## src/rtl/fetch_pkg.sv

```systemverilog
// rtl/fetch_pkg.sv - shared fetch-unit types and constants (BTB_EN selects the branch predictor)
package fetch_pkg;

    typedef enum logic [1:0] {
        ST_FETCH = 2'd0,
        ST_HOLD  = 2'd1,
        ST_DRAIN = 2'd2
    } fetch_state_t;

    localparam logic [31:0] NOP              = 32'h0000_0000;
    localparam logic [31:0] DEFAULT_RESET_PC = 32'hBFC0_0000;

endpackage

```

## src/rtl/fetch_btb.sv

```systemverilog
// rtl/fetch_btb.sv - direct-mapped branch target buffer with 2-bit counters (built only when BTB_EN is defined)
module fetch_btb #(
    parameter int ENTRIES = 16
) (
    input  logic        CLK,
    input  logic        RESET,
    input  logic [31:0] lookup_pc,
    output logic        pred_taken,
    output logic [31:0] pred_target,
    input  logic        update,
    input  logic [31:0] update_pc,
    input  logic        update_taken,
    input  logic [31:0] update_target
);

    localparam int IDX_W = $clog2(ENTRIES);
    localparam int TAG_W = 30 - IDX_W;

    logic              valid  [ENTRIES];
    logic [1:0]        ctr    [ENTRIES];
    logic [TAG_W-1:0]  tag    [ENTRIES];
    logic [31:0]       target [ENTRIES];

    logic [IDX_W-1:0]  l_idx, u_idx;
    logic [TAG_W-1:0]  l_tag, u_tag;
    logic              u_hit;
    logic              addr_unused;

    assign l_idx = lookup_pc[IDX_W+1:2];
    assign l_tag = lookup_pc[31:IDX_W+2];
    assign u_idx = update_pc[IDX_W+1:2];
    assign u_tag = update_pc[31:IDX_W+2];
    assign addr_unused = ^{lookup_pc[1:0], update_pc[1:0]};

    // Lookup reads the registered arrays, so a same-cycle update is not visible yet.
    assign pred_taken  = valid[l_idx] && (tag[l_idx] == l_tag) && ctr[l_idx][1];
    assign pred_target = target[l_idx];
    assign u_hit       = valid[u_idx] && (tag[u_idx] == u_tag);

    always_ff @(posedge CLK or negedge RESET) begin
        if (!RESET) begin
            for (int i = 0; i < ENTRIES; i++) begin
                valid[i] <= 1'b0;
                ctr[i]   <= 2'd0;
            end
        end else if (update) begin
            if (u_hit) begin
                if (update_taken && ctr[u_idx] != 2'd3)
                    ctr[u_idx] <= ctr[u_idx] + 2'd1;
                else if (!update_taken && ctr[u_idx] != 2'd0)
                    ctr[u_idx] <= ctr[u_idx] - 2'd1;
            end else if (update_taken) begin
                valid[u_idx] <= 1'b1;
                ctr[u_idx]   <= 2'd2;
            end
        end
    end

    always_ff @(posedge CLK) begin
        if (update && (u_hit || update_taken)) begin
            tag[u_idx]    <= u_tag;
            target[u_idx] <= update_target;
        end
    end

endmodule

```

## src/rtl/fetch_unit.sv

```systemverilog
// rtl/fetch_unit.sv - instruction fetch with skid buffer, flush drain and optional BTB (macro BTB_EN)
module fetch_unit
    import fetch_pkg::*;
#(
    parameter logic [31:0] RESET_PC    = DEFAULT_RESET_PC,
    parameter int          BTB_ENTRIES = 16
) (
    input  logic        CLK,
    input  logic        RESET,
    input  logic        STALL,
    input  logic        FLUSH,
    input  logic [31:0] FLUSH_PC,
    output logic        IMEM_REQ,
    output logic [31:0] IMEM_ADDR,
    input  logic        IMEM_ACK,
    input  logic [31:0] IMEM_DATA,
    output logic [31:0] Instr1_IF,
    output logic [31:0] Instr_PC_IF,
    output logic [31:0] Instr_PC_Plus4_IF,
    output logic        INSTR_VALID,
    input  logic        BP_UPDATE,
    input  logic [31:0] BP_UPDATE_PC,
    input  logic        BP_TAKEN,
    input  logic [31:0] BP_TARGET
);

    fetch_state_t state, state_nx;
    logic [31:0]  pc, pc_next, drain_addr;
    logic [31:0]  skid_data, skid_pc, skid_next;

`ifdef BTB_EN
    logic        pred_taken;
    logic [31:0] pred_target;

    fetch_btb #(.ENTRIES(BTB_ENTRIES)) u_btb (
        .CLK           (CLK),
        .RESET         (RESET),
        .lookup_pc     (pc),
        .pred_taken    (pred_taken),
        .pred_target   (pred_target),
        .update        (BP_UPDATE),
        .update_pc     (BP_UPDATE_PC),
        .update_taken  (BP_TAKEN),
        .update_target (BP_TARGET)
    );

    assign pc_next = pred_taken ? pred_target : pc + 32'd4;
`else
    logic bp_unused;
    assign bp_unused = ^{BP_UPDATE, BP_UPDATE_PC, BP_TAKEN, BP_TARGET, 32'(BTB_ENTRIES)};
    assign pc_next   = pc + 32'd4;
`endif

    always_ff @(posedge CLK or negedge RESET) begin
        if (!RESET) state <= ST_FETCH;
        else        state <= state_nx;
    end

    always_comb begin
        state_nx  = state;
        IMEM_REQ  = 1'b1;
        IMEM_ADDR = pc;
        case (state)
            ST_FETCH: begin
                if (FLUSH)                 state_nx = IMEM_ACK ? ST_FETCH : ST_DRAIN;
                else if (IMEM_ACK && STALL) state_nx = ST_HOLD;
            end
            ST_HOLD: begin
                IMEM_REQ = 1'b0;
                if (FLUSH || !STALL) state_nx = ST_FETCH;
            end
            ST_DRAIN: begin
                // The abandoned request must complete at its original address.
                IMEM_ADDR = drain_addr;
                if (IMEM_ACK) state_nx = ST_FETCH;
            end
            default: state_nx = ST_FETCH;
        endcase
    end

    always_ff @(posedge CLK or negedge RESET) begin
        if (!RESET) begin
            pc                <= RESET_PC;
            drain_addr        <= RESET_PC;
            skid_data         <= NOP;
            skid_pc           <= NOP;
            skid_next         <= NOP;
            Instr1_IF         <= NOP;
            Instr_PC_IF       <= NOP;
            Instr_PC_Plus4_IF <= NOP;
            INSTR_VALID       <= 1'b0;
        end else if (FLUSH) begin
            pc                <= FLUSH_PC;
            skid_data         <= NOP;
            skid_pc           <= NOP;
            skid_next         <= NOP;
            Instr1_IF         <= NOP;
            Instr_PC_IF       <= NOP;
            Instr_PC_Plus4_IF <= NOP;
            INSTR_VALID       <= 1'b0;
            if (state == ST_FETCH && !IMEM_ACK) drain_addr <= pc;
        end else begin
            case (state)
                ST_FETCH: begin
                    if (IMEM_ACK) begin
                        pc <= pc_next;
                        if (STALL) begin
                            skid_data <= IMEM_DATA;
                            skid_pc   <= pc;
                            skid_next <= pc_next;
                        end else begin
                            Instr1_IF         <= IMEM_DATA;
                            Instr_PC_IF       <= pc;
                            Instr_PC_Plus4_IF <= pc_next;
                            INSTR_VALID       <= 1'b1;
                        end
                    end else if (!STALL) begin
                        // Downstream consumes every unstalled cycle: present a bubble.
                        INSTR_VALID <= 1'b0;
                    end
                end
                ST_HOLD: begin
                    if (!STALL) begin
                        Instr1_IF         <= skid_data;
                        Instr_PC_IF       <= skid_pc;
                        Instr_PC_Plus4_IF <= skid_next;
                        INSTR_VALID       <= 1'b1;
                    end
                end
                default: ;
            endcase
        end
    end

endmodule

```

## config.mk

```make
export PLATFORM = sky130hd
export DESIGN_NAME = fetch_unit
export DESIGN_NICKNAME = d
export VERILOG_FILES = /design/src/rtl/fetch_pkg.sv /design/src/rtl/fetch_btb.sv /design/src/rtl/fetch_unit.sv
export SDC_FILE = /design/constraint.sdc
export NUM_CORES = 1
export LEC_CHECK = 0
export ABC_CLOCK_PERIOD_IN_PS = 2800
export BUFFER_PORTS_ARGS = -buffer_cell sky130_fd_sc_hd__buf_2
export CAP_MARGIN = 10
export CORE_ASPECT_RATIO = 1.5
export CORE_MARGIN = 4
export CORE_UTILIZATION = 40
export CTS_CLUSTER_DIAMETER = 80
export DETAILED_ROUTE_END_ITERATION = 8
export GPL_TIMING_DRIVEN = 0
export PLACE_DENSITY = 0.73
export REMOVE_ABC_BUFFERS = 1
export SLEW_MARGIN = 25
export SYNTH_ARGS = -nofsm -noshare
export SYNTH_HDL_FRONTEND = slang
export SYNTH_SLANG_ARGS = --single-unit
```

## constraint.sdc

```tcl
create_clock -name CLK -period 2.8 [get_ports CLK]
set_input_delay 0.14 -clock CLK [delete_from_list [all_inputs] [get_ports CLK]]
set_output_delay 0.14 -clock CLK [all_outputs]
set_load 0.005 [all_outputs]
```

==> results of run 1 <==
-- how the worst max path moves through the flow --
stage | endpoint | slack (ns) | depth (start not counted)
3_3_place_gp | Instr_PC_Plus4_IF[22]$_DFFE_PN0P_ | -10.29 | 6
5_1_grt | skid_next[31]$_DFFE_PN0P_ | 0.01 | 4
3_5_place_dp | Instr_PC_Plus4_IF[31]$_DFFE_PN0P_ | -0.15 | 5
6_report | Instr_PC_Plus4_IF[31]$_DFFE_PN0P_ | 0.08 | 5
2_1_floorplan | Instr_PC_Plus4_IF[22]$_DFFE_PN0P_ | -3.55 | 6
4_1_cts | IMEM_ADDR[8] | 0.08 | 4
-- cells by family after synthesis --
logic type	count (synthesis)	synth area share, %
xor gates and xnor gates	56	4.16
AOI/OAI and AO/OA	252	15.5
muxes	65	6.19
DFF	255	54.3
adders and majority gates	1	0.106
and+or+nand+nor	408	15.5
buffers and inverters	127	4.24
-- through the flow --
stage	total power, W	cells	hold slack [ns]	worst slack, ns	utilization, %
floorplan	0.00514	1041	-0.156	-3.55	-
global placement	0.00579	1629	0.353	-10.29	44.2
detailed placement	0.00594	1662	-0.00258	-0.152	46.9
CTS	0.00970	1786	0.0203	0.0805	52.6
global route	0.0100	1789	0.0526	0.00977	52.7
finish	0.00960	1790	0.0334	0.0810	52.7
-- cell usage in the layout (no fill, tap or decap), types with 11 or more instances in the layout --
cell	synthesis	layout
a22o_1	70	70
nand4_1	17	17
clkbuf_16	0	27
a311oi_1	66	66
o22ai_1	11	11
buf_16	0	15
nand3_1	20	20
dfstp_2	18	18
nor2_1	90	88
buf_2	13	196
dlygate4sd3_1	0	72
xor2_1	27	27
xnor2_1	29	29
and3_1	16	16
o21ai_0	60	60
dfrtp_1	237	237
nand2_1	210	210
mux2_2	64	64
a21oi_1	27	26
-- worst max-delay path: stages (launching register included) --
cell and delay, ns:
dfrtp_1 0.51, nor2_1 0.14, or3_2 0.61, or3_1 0.67, or4_1 0.59, o211ai_1 0.09
-- routing by layer --
metal	share of wire, %	vias up	GRT usage [%]
met5	0.020	-	0
met4	3.6	2	8.17
met3	4.7	75	2.39
met2	51	314	37.2
met1	41	5049	26.7
li1	-	4569	-
-- flip-flops by register name, indices dropped and copies added, names as in the netlist, 2 cells and up --
register,count
Instr_PC_IF,32
skid_data,32
Instr1_IF,32
skid_pc,32
skid_next,30
pc,32
drain_addr,32
Instr_PC_Plus4_IF,30
state,2
-- timing repair --
action / CTS / global route
gates resized for setup: 0 / 2
setup endpoints to repair: 2 / 6
buffers inserted: 5 / 3
endpoints found under the hold margin: 199 / 0
hold buffers: 72 / 0
pin swaps: 1 / 1
-- area by class of cell --
cell class | instances | area share (%)
tap | 390 | 3.20
inverter | 4 | 0.131
clock buffer | 40 | 5.09
timing repair buffer | 311 | 16.2
clock inverter | 7 | 0.748
multi-input combinational | 782 | 32.6
sequential | 255 | 42.1
antenna | 1 | 0.0164
-- power groups by stage --
stage	registers (W)	clock network, W	logic, W
detailed placement	0.00442	0	0.00152
floorplan	0.00436	0	0.000781
global placement	0.00440	0	0.00139
finish	0.00437	0.00364	0.00159
CTS	0.00436	0.00373	0.00160
global route	0.00441	0.00388	0.00175
==> metrics.md, run 1 <==
| Metric | Value |
|---|---|
| Via total after detailed routing | roughly 10,000 |
| Die Width | 148 um |
| Cell variety after synth | 46 |
| Switching Share | between 20% and 30% |
| Prevailing post-synth register cell | dfrtp_1 |
| Worst skew pair latency | 0.54 ns |
| Final TNS setup | 0 ns |
| Sequential Power Share | between 40% and 50% |
| Initial antenna violation count | 1 |
| Layout cell share with drive strength beyond 1 | a little over a quarter |
| VDD IR max | ~0.00038 V |
| Port Buffers | just under 200 |
| Gr ovfl total | 0 |
| R2R depth | 5 |
| DP HPWL | between 20 and 25 mm |
| Initial Util | between 40 and 50% |
| Final #Nets | roughly 1,500 |
| P_int | roughly 0.007 W |
| GRT Total Usage | 21.2% |
| Htree depth | 1 |
| Via density | roughly 5.6 |
| Seq/Total Area, Yosys | between 50% and 60% |
| Pre-antenna DRT Iters | 5 |
| Initial DRC count | ~600 |
| Area of the multi-input gates | about 5000 um2 |
| Pleak | 6.89 nW |
| Overall die height | ~220 um |
| FF/Latch Area | approximately 6400 um2 |
| Routed Antenna Nets | 0 |
| Largest net degree at the start of global routing | 120 |
| Dominant cell type by area after synthesis | dfrtp_1 |
| Reg2reg setup slack | around 0.081 ns |
| CTS buffer count | 26 |
| WL/cell | ~20 um |
| Boundary pin count | between 200 and 300 |
| Fmax | roughly 0.37 GHz |
| Vias in the first global route | roughly 10,000 |
| Fill count | 2,563 |
| Core Rows | 76 |
| Top cell type's share of synthesized area | between 50% and 60% |
| Worst EP required | 3.25 ns |
| Final setup vio count | 0 |
| Worst-Margin Slew | ~0.93 ns |
| Signal arrival time at the worst endpoint | 3.17 ns |
| First-pass GRT wire length | between 50 and 60 mm |
| Register bit total from synthesis | 255 |
| CTS clk-pin slew, worst paths | 0.07 ns |
| Root buf cell | clkbuf_16 |
| Top cells by count, synth | 237 x dfrtp_1, 210 x nand2_1, 98 x clkbuf_1 |
| Startpoint types | flip-flop |
| Final Slew Violations | 0 |
| Setup crit end kind | flip-flop |
| P&R area growth vs syn | 29.1% |
| Min Tclk post-route | approximately 2.7 ns |
| Crit Path Class | flip-flop to flip-flop |
| Most area-consuming cells after synthesis | dfrtp_1 50%, nand2_1 6.7%, mux2_2 6.1%, a22o_1 5.2%, a311oi_1 4.9% |
| Critical path origin | state[0]$_DFFE_PN0P_ |
| Count leader, synth | dfrtp_1 |
| Sink Count | roughly 260 |
| Relative slew slack | 37.9% |
| Max-Cap Viols | 0 |
| Syn_area_per_cell | roughly 10 um2 |
| CTS tree | built |
| R2R Path End | Instr_PC_Plus4_IF[31]$_DFFE_PN0P_ |
| Hold Crit Class | input pin to async pin |
| Final wirelength | approximately 35 mm |
| Final hold viol count | 0 |
| Power per cell area | ~630 nW/um2 |
| Tcrit/Tclk final | between 90% and 100% |
| Placed inst area | around 14,000 um2 |
| Mapped cell area | around 12,000 um2 |
| Ys Warns | 0 |
| Max Root-Sink Buffers | 3 |
| Post-synthesis instance total | 1,164 |
| RSZ-0062 raised after global routing | no |
| Clk network pwr share | 38.0% |
| Logic gate share of total power | 16.6% |
| Full die area | 32,400 um2 |
| Final routed DRC violation total | 0 |
| Gpl congestion | approximately 0.75 |
| Asr flop ratio synth | 100% |
| Crit Reg-Reg Startpoint | state[0]$_DFFE_PN0P_ |
| Net Switching | between 0.002 and 0.003 W |
| Status | finished, final reports clean |
| Post-synth EDFFs | 0 |
| Critical path peak fanout | 14 |
| Placeable Area | roughly 29,000 um2 |
| Final std cell area, no fill | about 15,000 um2 |
| Layout Skew | 0.0131 ns |
(Power assumes the default switching activity.)
==> run 2: changes to the inputs <==
ABC_CLOCK_PERIOD_IN_PS = 3400   (was 2800)
clock period = 3.4 ns   (was 2.8 ns; I/O delays follow)
==> metrics.md, run 2 (same netlist as run 1, synthesis figures left out) <==
| Metric | Value |
|---|---|
| Max Root-Sink Buffers | 3 (unchanged) |
| Gr ovfl total | 0 (unchanged) |
| Initial antenna violation count | 1 (unchanged) |
| Final Slew Violations | 0 (unchanged) |
| Worst-Margin Slew | 0.998 ns (was 0.926 ns) |
| CTS buffer count | 26 (unchanged) |
| WL/cell | 19.5 um (about the same) |
| P&R area growth vs syn | 28.2% (was 29.1%) |
| Crit Path Class | flip-flop to flip-flop (unchanged) |
| Final TNS setup | 0 ns (unchanged) |
| Final std cell area, no fill | 15,100 um2 (was 15,200 um2) |
| Overall die height | 218 um (unchanged) |
| Final wirelength | 34.7 mm (was 35.0 mm) |
| Routed Antenna Nets | 0 (unchanged) |
| Worst EP required | 3.87 ns (was 3.25 ns) |
| CTS clk-pin slew, worst paths | 0.07 ns (about the same) |
| Status | finished, final reports clean (unchanged) |
| CTS tree | built (unchanged) |
| Net Switching | 0.00212 W (was 0.00258 W) |
| Sequential Power Share | 45.5% (about the same) |
| First-pass GRT wire length | 55.4 mm (was 55.8 mm) |
| Gpl congestion | 0.752 (unchanged) |
| Antenna diodes | 0 (was 1) |
| Final setup vio count | 0 (unchanged) |
| Full die area | 32,400 um2 (unchanged) |
| Hold Crit Class | input pin to flip-flop (was input pin to async pin) |
| Pleak | 6.84 nW (was 6.89 nW) |
| VDD IR max | 0.000318 V (was 0.000385 V) |
| Initial DRC count | 591 (was 607) |
| Worst Setup Slack, final | 0.365 ns (was 0.0810 ns) |
| Layout cell share with drive strength beyond 1 | 26.3% (was 26.8%) |
| DP HPWL | 22.4 mm (unchanged) |
| Fmax | 0.330 GHz (was 0.368 GHz) |
| Die Width | 148 um (unchanged) |
| Most common cell after layout, fill and taps aside | dfrtp_1 (unchanged) |
| Via total after detailed routing | 9,941 (was 10,009) |
| Vias in the first global route | 10,176 (was 10,253) |
| DP Worst Slack | 0.448 ns (was -0.152 ns) |
| Tot Pwr | 0.00790 W (was 0.00960 W) |
| RSZ-0062 raised after global routing | no (unchanged) |
| Critical path peak fanout | 16 (was 14) |
| Post-cts sizing count | 0 (unchanged) |
| Layout Skew | 0.0129 ns (was 0.0131 ns) |
| Port Buffers | 198 (unchanged) |
| Logic gate share of total power | 16.5% (was 16.6%) |
| Relative slew slack | 32.9% (was 37.9%) |
| Tcrit/Tclk final | 89.3% (was 97.1%) |
| Switching Share | 26.8% (about the same) |
| Hold slack | 0.0443 ns (was 0.0334 ns) |
| GRT Total Usage | 21.0% (was 21.2%) |
| Final routed DRC violation total | 0 (unchanged) |
| Worst skew pair latency | 0.54 ns (about the same) |
| Signal arrival time at the worst endpoint | 3.50 ns (was 3.17 ns) |
| Root buf cell | clkbuf_16 (unchanged) |
| Htree depth | 1 (unchanged) |
| Clk network pwr share | 38.0% (about the same) |
| Core Rows | 76 (unchanged) |
| Min Tclk post-route | 3.03 ns (was 2.72 ns) |
| Post-CTS setup buffer count | 0 (was 5) |
| Initial Util | 40.8% (unchanged) |
| Largest net degree at the start of global routing | 120 (unchanged) |
| Boundary pin count | 265 (unchanged) |
| Placeable Area | 28,900 um2 (unchanged) |
| Startpoint types | flip-flop (unchanged) |
| Pre-antenna DRT Iters | 6 (was 5) |
| Placed inst area | 13,500 um2 (unchanged) |
| Max-Cap Viols | 0 (unchanged) |
| Setup crit end kind | flip-flop (unchanged) |
| Most frequent cells in the layout | 237 x dfrtp_1, 210 x nand2_1, 196 x buf_2 (unchanged) |
| Sink Count | 255 (unchanged) |
| Final hold viol count | 0 (unchanged) |
| P_int | 0.00578 W (was 0.00702 W) |
| Via density | 5.59 (about the same) |
| Power per cell area | 522 nW/um2 (was 631 nW/um2) |
| Final #Nets | 1,505 (was 1,516) |
run 2: cell types whose count changed in the layout (fill, tap and decap cells not counted):
cell	before	now
buf_4	8	0
dlygate4sd3_1	72	69
nor4_1	9	10
nor4_2	2	1
nor2_1	88	89
diode_2	1	0
nor2_2	1	0
run 2: area by class of cell:
class	count	area [um2]
Fill cell	2569	13800
Sequential cell	255	6400
Multi-Input combinational cell	782	4950
Timing Repair Buffer	300	2370
Clock buffer	40	774
Tap cell	390	488
Clock inverter	7	114
Inverter	4	20.0
run 2: power by group through the flow:
| stage | combinational [W] | clock (W) | sequential [W] |
|---|---|---|---|
| global route | 0.00143 | 0.00320 | 0.00363 |
| detailed placement | 0.00125 | 0 | 0.00364 |
| CTS | 0.00132 | 0.00307 | 0.00359 |
| floorplan | 0.000643 | 0 | 0.00359 |
| finish | 0.00130 | 0.00300 | 0.00360 |
| global placement | 0.00115 | 0 | 0.00362 |
run 2: through the flow:
step | util [%] | std cells
finish | 52.3 | 1778
global route | 52.3 | 1778
CTS | 52.3 | 1778
detailed placement | 46.9 | 1662
global placement | 44.2 | 1629
floorplan | - | 1041
run 2: path summary, 6_finish.rpt:
check / start / to / slack [ns] / cells past startpoint
setup reg to reg: pc[4]$_DFFE_PN0N_ / skid_next[31]$_DFFE_PN0P_ / 0.37 / 5
hold / removal: STALL / state[0]$_DFFE_PN0P_ / 0.04 / 3
hold reg to reg: skid_next[26]$_DFFE_PN0P_ / skid_next[26]$_DFFE_PN0P_ / 0.47 / 2
setup / recovery: pc[4]$_DFFE_PN0N_ / skid_next[31]$_DFFE_PN0P_ / 0.37 / 5
max in group asynchronous: RESET / Instr_PC_IF[17]$_DFFE_PN0P_ / 2.22 / 4
min in group asynchronous: RESET / skid_pc[26]$_DFFE_PN0P_ / 0.07 / 2
run 2: critical path: stages (launching register included):
cell and delay [ns]:
dfrtp_1 0.60, and4_1 0.39, nand4_1 0.71, or3_1 0.66, or4_1 0.50, nand3_1 0.09
run 2: what timing repair did:
action | 4_1_cts | 5_1_grt
endpoints found under the setup margin | 0 | 0
hold endpoints to repair | 191 | 0
hold buffers | 69 | 0
run 2: per-layer routing:
layer	vias up	part of all wire [%]	GRT usage (%)
met5	-	0.037	0
met1	5003	41	26.7
met2	329	50	36.9
met3	75	5.1	2.41
met4	2	3.4	7.80
li1	4532	-	-
==> run 3: changes to the inputs <==
MAX_ROUTING_LAYER = met4   (was unset)
==> metrics.md, run 3 (same netlist as run 1, synthesis figures left out) <==
| Metric | Value |
|---|---|
| GRT Total Usage | 21.7% (was 21.0%) |
| Placeable Area | 28,900 um2 (unchanged) |
| Hold slack | 0.0415 ns (was 0.0443 ns) |
| CTS tree | built (unchanged) |
| RSZ-0062 raised after global routing | no (unchanged) |
| Routed Antenna Nets | 0 (unchanged) |
| Signal arrival time at the worst endpoint | 3.48 ns (was 3.50 ns) |
| Most frequent cells in the layout | 237 x dfrtp_1, 210 x nand2_1, 196 x buf_2 (unchanged) |
| Initial antenna violation count | 1 (unchanged) |
| VDD IR max | 0.000317 V (was 0.000318 V) |
| Worst skew pair latency | 0.54 ns (about the same) |
| Max Root-Sink Buffers | 3 (unchanged) |
| Met2 wire len | 17.4 mm (was 17.5 mm) |
| Status | finished, final reports clean (unchanged) |
| Full die area | 32,400 um2 (unchanged) |
| Boundary pin count | 265 (unchanged) |
| Port Buffers | 198 (unchanged) |
| Htree depth | 1 (unchanged) |
| Final wirelength | 34.6 mm (was 34.7 mm) |
| Via total after detailed routing | 9,919 (was 9,941) |
| CTS clk-pin slew, worst paths | 0.07 ns (about the same) |
| Root buf cell | clkbuf_16 (unchanged) |
| Vias in the first global route | 10,172 (was 10,176) |
| Overall die height | 218 um (unchanged) |
| Worst EP required | 3.87 ns (about the same) |
| Post-cts sizing count | 0 (unchanged) |
| Layout cell share with drive strength beyond 1 | 26.3% (unchanged) |
| Power per cell area | 522 nW/um2 (about the same) |
| Die Width | 148 um (unchanged) |
| First-pass GRT wire length | 55.5 mm (was 55.4 mm) |
| Hold Crit Class | input pin to flip-flop (unchanged) |
| Gpl congestion | 0.763 (was 0.752) |
| Pre-antenna DRT Iters | 5 (was 6) |
| Setup crit end kind | flip-flop (unchanged) |
| Min Tclk post-route | 3.01 ns (was 3.03 ns) |
| Startpoint types | flip-flop (unchanged) |
| Most common cell after layout, fill and taps aside | dfrtp_1 (unchanged) |
| # hold bufs at CTS | 69 (unchanged) |
| Sink Count | 255 (unchanged) |
| DRT met1 WL | 14.1 mm (was 14.2 mm) |
| Final std cell area, no fill | 15,100 um2 (about the same) |
| Uppermost layer routed | met4 (was met5) |
| Crit Path Class | flip-flop to flip-flop (unchanged) |
| Final Slew Violations | 0 (unchanged) |
| Final hold viol count | 0 (unchanged) |
| CTS buffer count | 26 (unchanged) |
| Layout Skew | 0.0122 ns (was 0.0129 ns) |
| Max-Cap Viols | 0 (unchanged) |
| WL/cell | 19.4 um (was 19.5 um) |
| Critical path peak fanout | 16 (unchanged) |
| Fmax | 0.333 GHz (was 0.330 GHz) |
| Initial Util | 40.8% (unchanged) |
| Via density | 5.58 (was 5.59) |
| P&R area growth vs syn | 28.2% (about the same) |
| Gr ovfl total | 0 (unchanged) |
| Final #Nets | 1,505 (unchanged) |
| Post-CTS setup buffer count | 0 (unchanged) |
| Final routed DRC violation total | 0 (unchanged) |
| Relative slew slack | 32.8% (was 32.9%) |
| Initial DRC count | 613 (was 591) |
| Largest net degree at the start of global routing | 120 (unchanged) |
| Pleak | 6.84 nW (about the same) |
| Core Rows | 76 (unchanged) |
| Final setup vio count | 0 (unchanged) |
| Placed inst area | 13,500 um2 (unchanged) |
| Tcrit/Tclk final | 88.4% (was 89.3%) |
| Worst-Margin Slew | 0.999 ns (was 0.998 ns) |
| WL met3 | 1.82 mm (was 1.77 mm) |
| DP HPWL | 22.4 mm (unchanged) |
run 3: metal layers:
layer | vias up | GRT usage [%]
li1 | 4533 | -
met1 | 4975 | 26.8
met2 | 332 | 36.9
met3 | 79 | 2.32
met4 | 0 | 7.80
met5 | - | -
run 3: critical path, cell delays in order (launching register included):
cell and delay (ns):
dfrtp_1 0.59, and4_1 0.38, nand4_1 0.71, or3_1 0.66
or4_1 0.50, nand3_1 0.09
run 3: final timing paths:
path | startpoint | end | slack, ns | cells past startpoint
setup reg to reg | pc[4]$_DFFE_PN0N_ | skid_next[31]$_DFFE_PN0P_ | 0.39 | 5
min in group asynchronous | RESET | skid_pc[26]$_DFFE_PN0P_ | 0.07 | 2
hold reg to reg | skid_next[26]$_DFFE_PN0P_ | skid_next[26]$_DFFE_PN0P_ | 0.47 | 2
hold / removal | FLUSH | Instr1_IF[21]$_DFFE_PN0P_ | 0.04 | 2
max in group asynchronous | RESET | Instr_PC_IF[15]$_DFFE_PN0P_ | 2.22 | 4
setup / recovery | pc[4]$_DFFE_PN0N_ | skid_next[31]$_DFFE_PN0P_ | 0.39 | 5
run 3: area by class of cell:
cell class,count,area (um2)
Timing Repair Buffer,300,2370
Tap cell,390,488
Inverter,4,20.0
Clock inverter,7,114
Sequential cell,255,6400
Antenna cell,1,2.50
Multi-Input combinational cell,782,4950
Fill cell,2570,13800
Clock buffer,40,774
run 3: report_power, final:
group | internal [W] | switching (W) | total [W]
sequential | 0.00335 | 0.000240 | 0.00360
clock | 0.00179 | 0.00121 | 0.00300
combinational | 0.000635 | 0.000668 | 0.00130
run 3: per-stage QoR:
step	setup WS, ns	util [%]	cells	total power, W	TNS [ns]
2_1_floorplan	-2.95	-	1041	0.00423	-350.25
3_3_place_gp	-9.69	44.2	1629	0.00477	-2094.50
3_5_place_dp	0.448	46.9	1662	0.00489	0
4_1_cts	0.405	52.3	1778	0.00798	0
5_1_grt	0.246	52.3	1779	0.00826	0
6_report	0.393	52.3	1779	0.00790	0
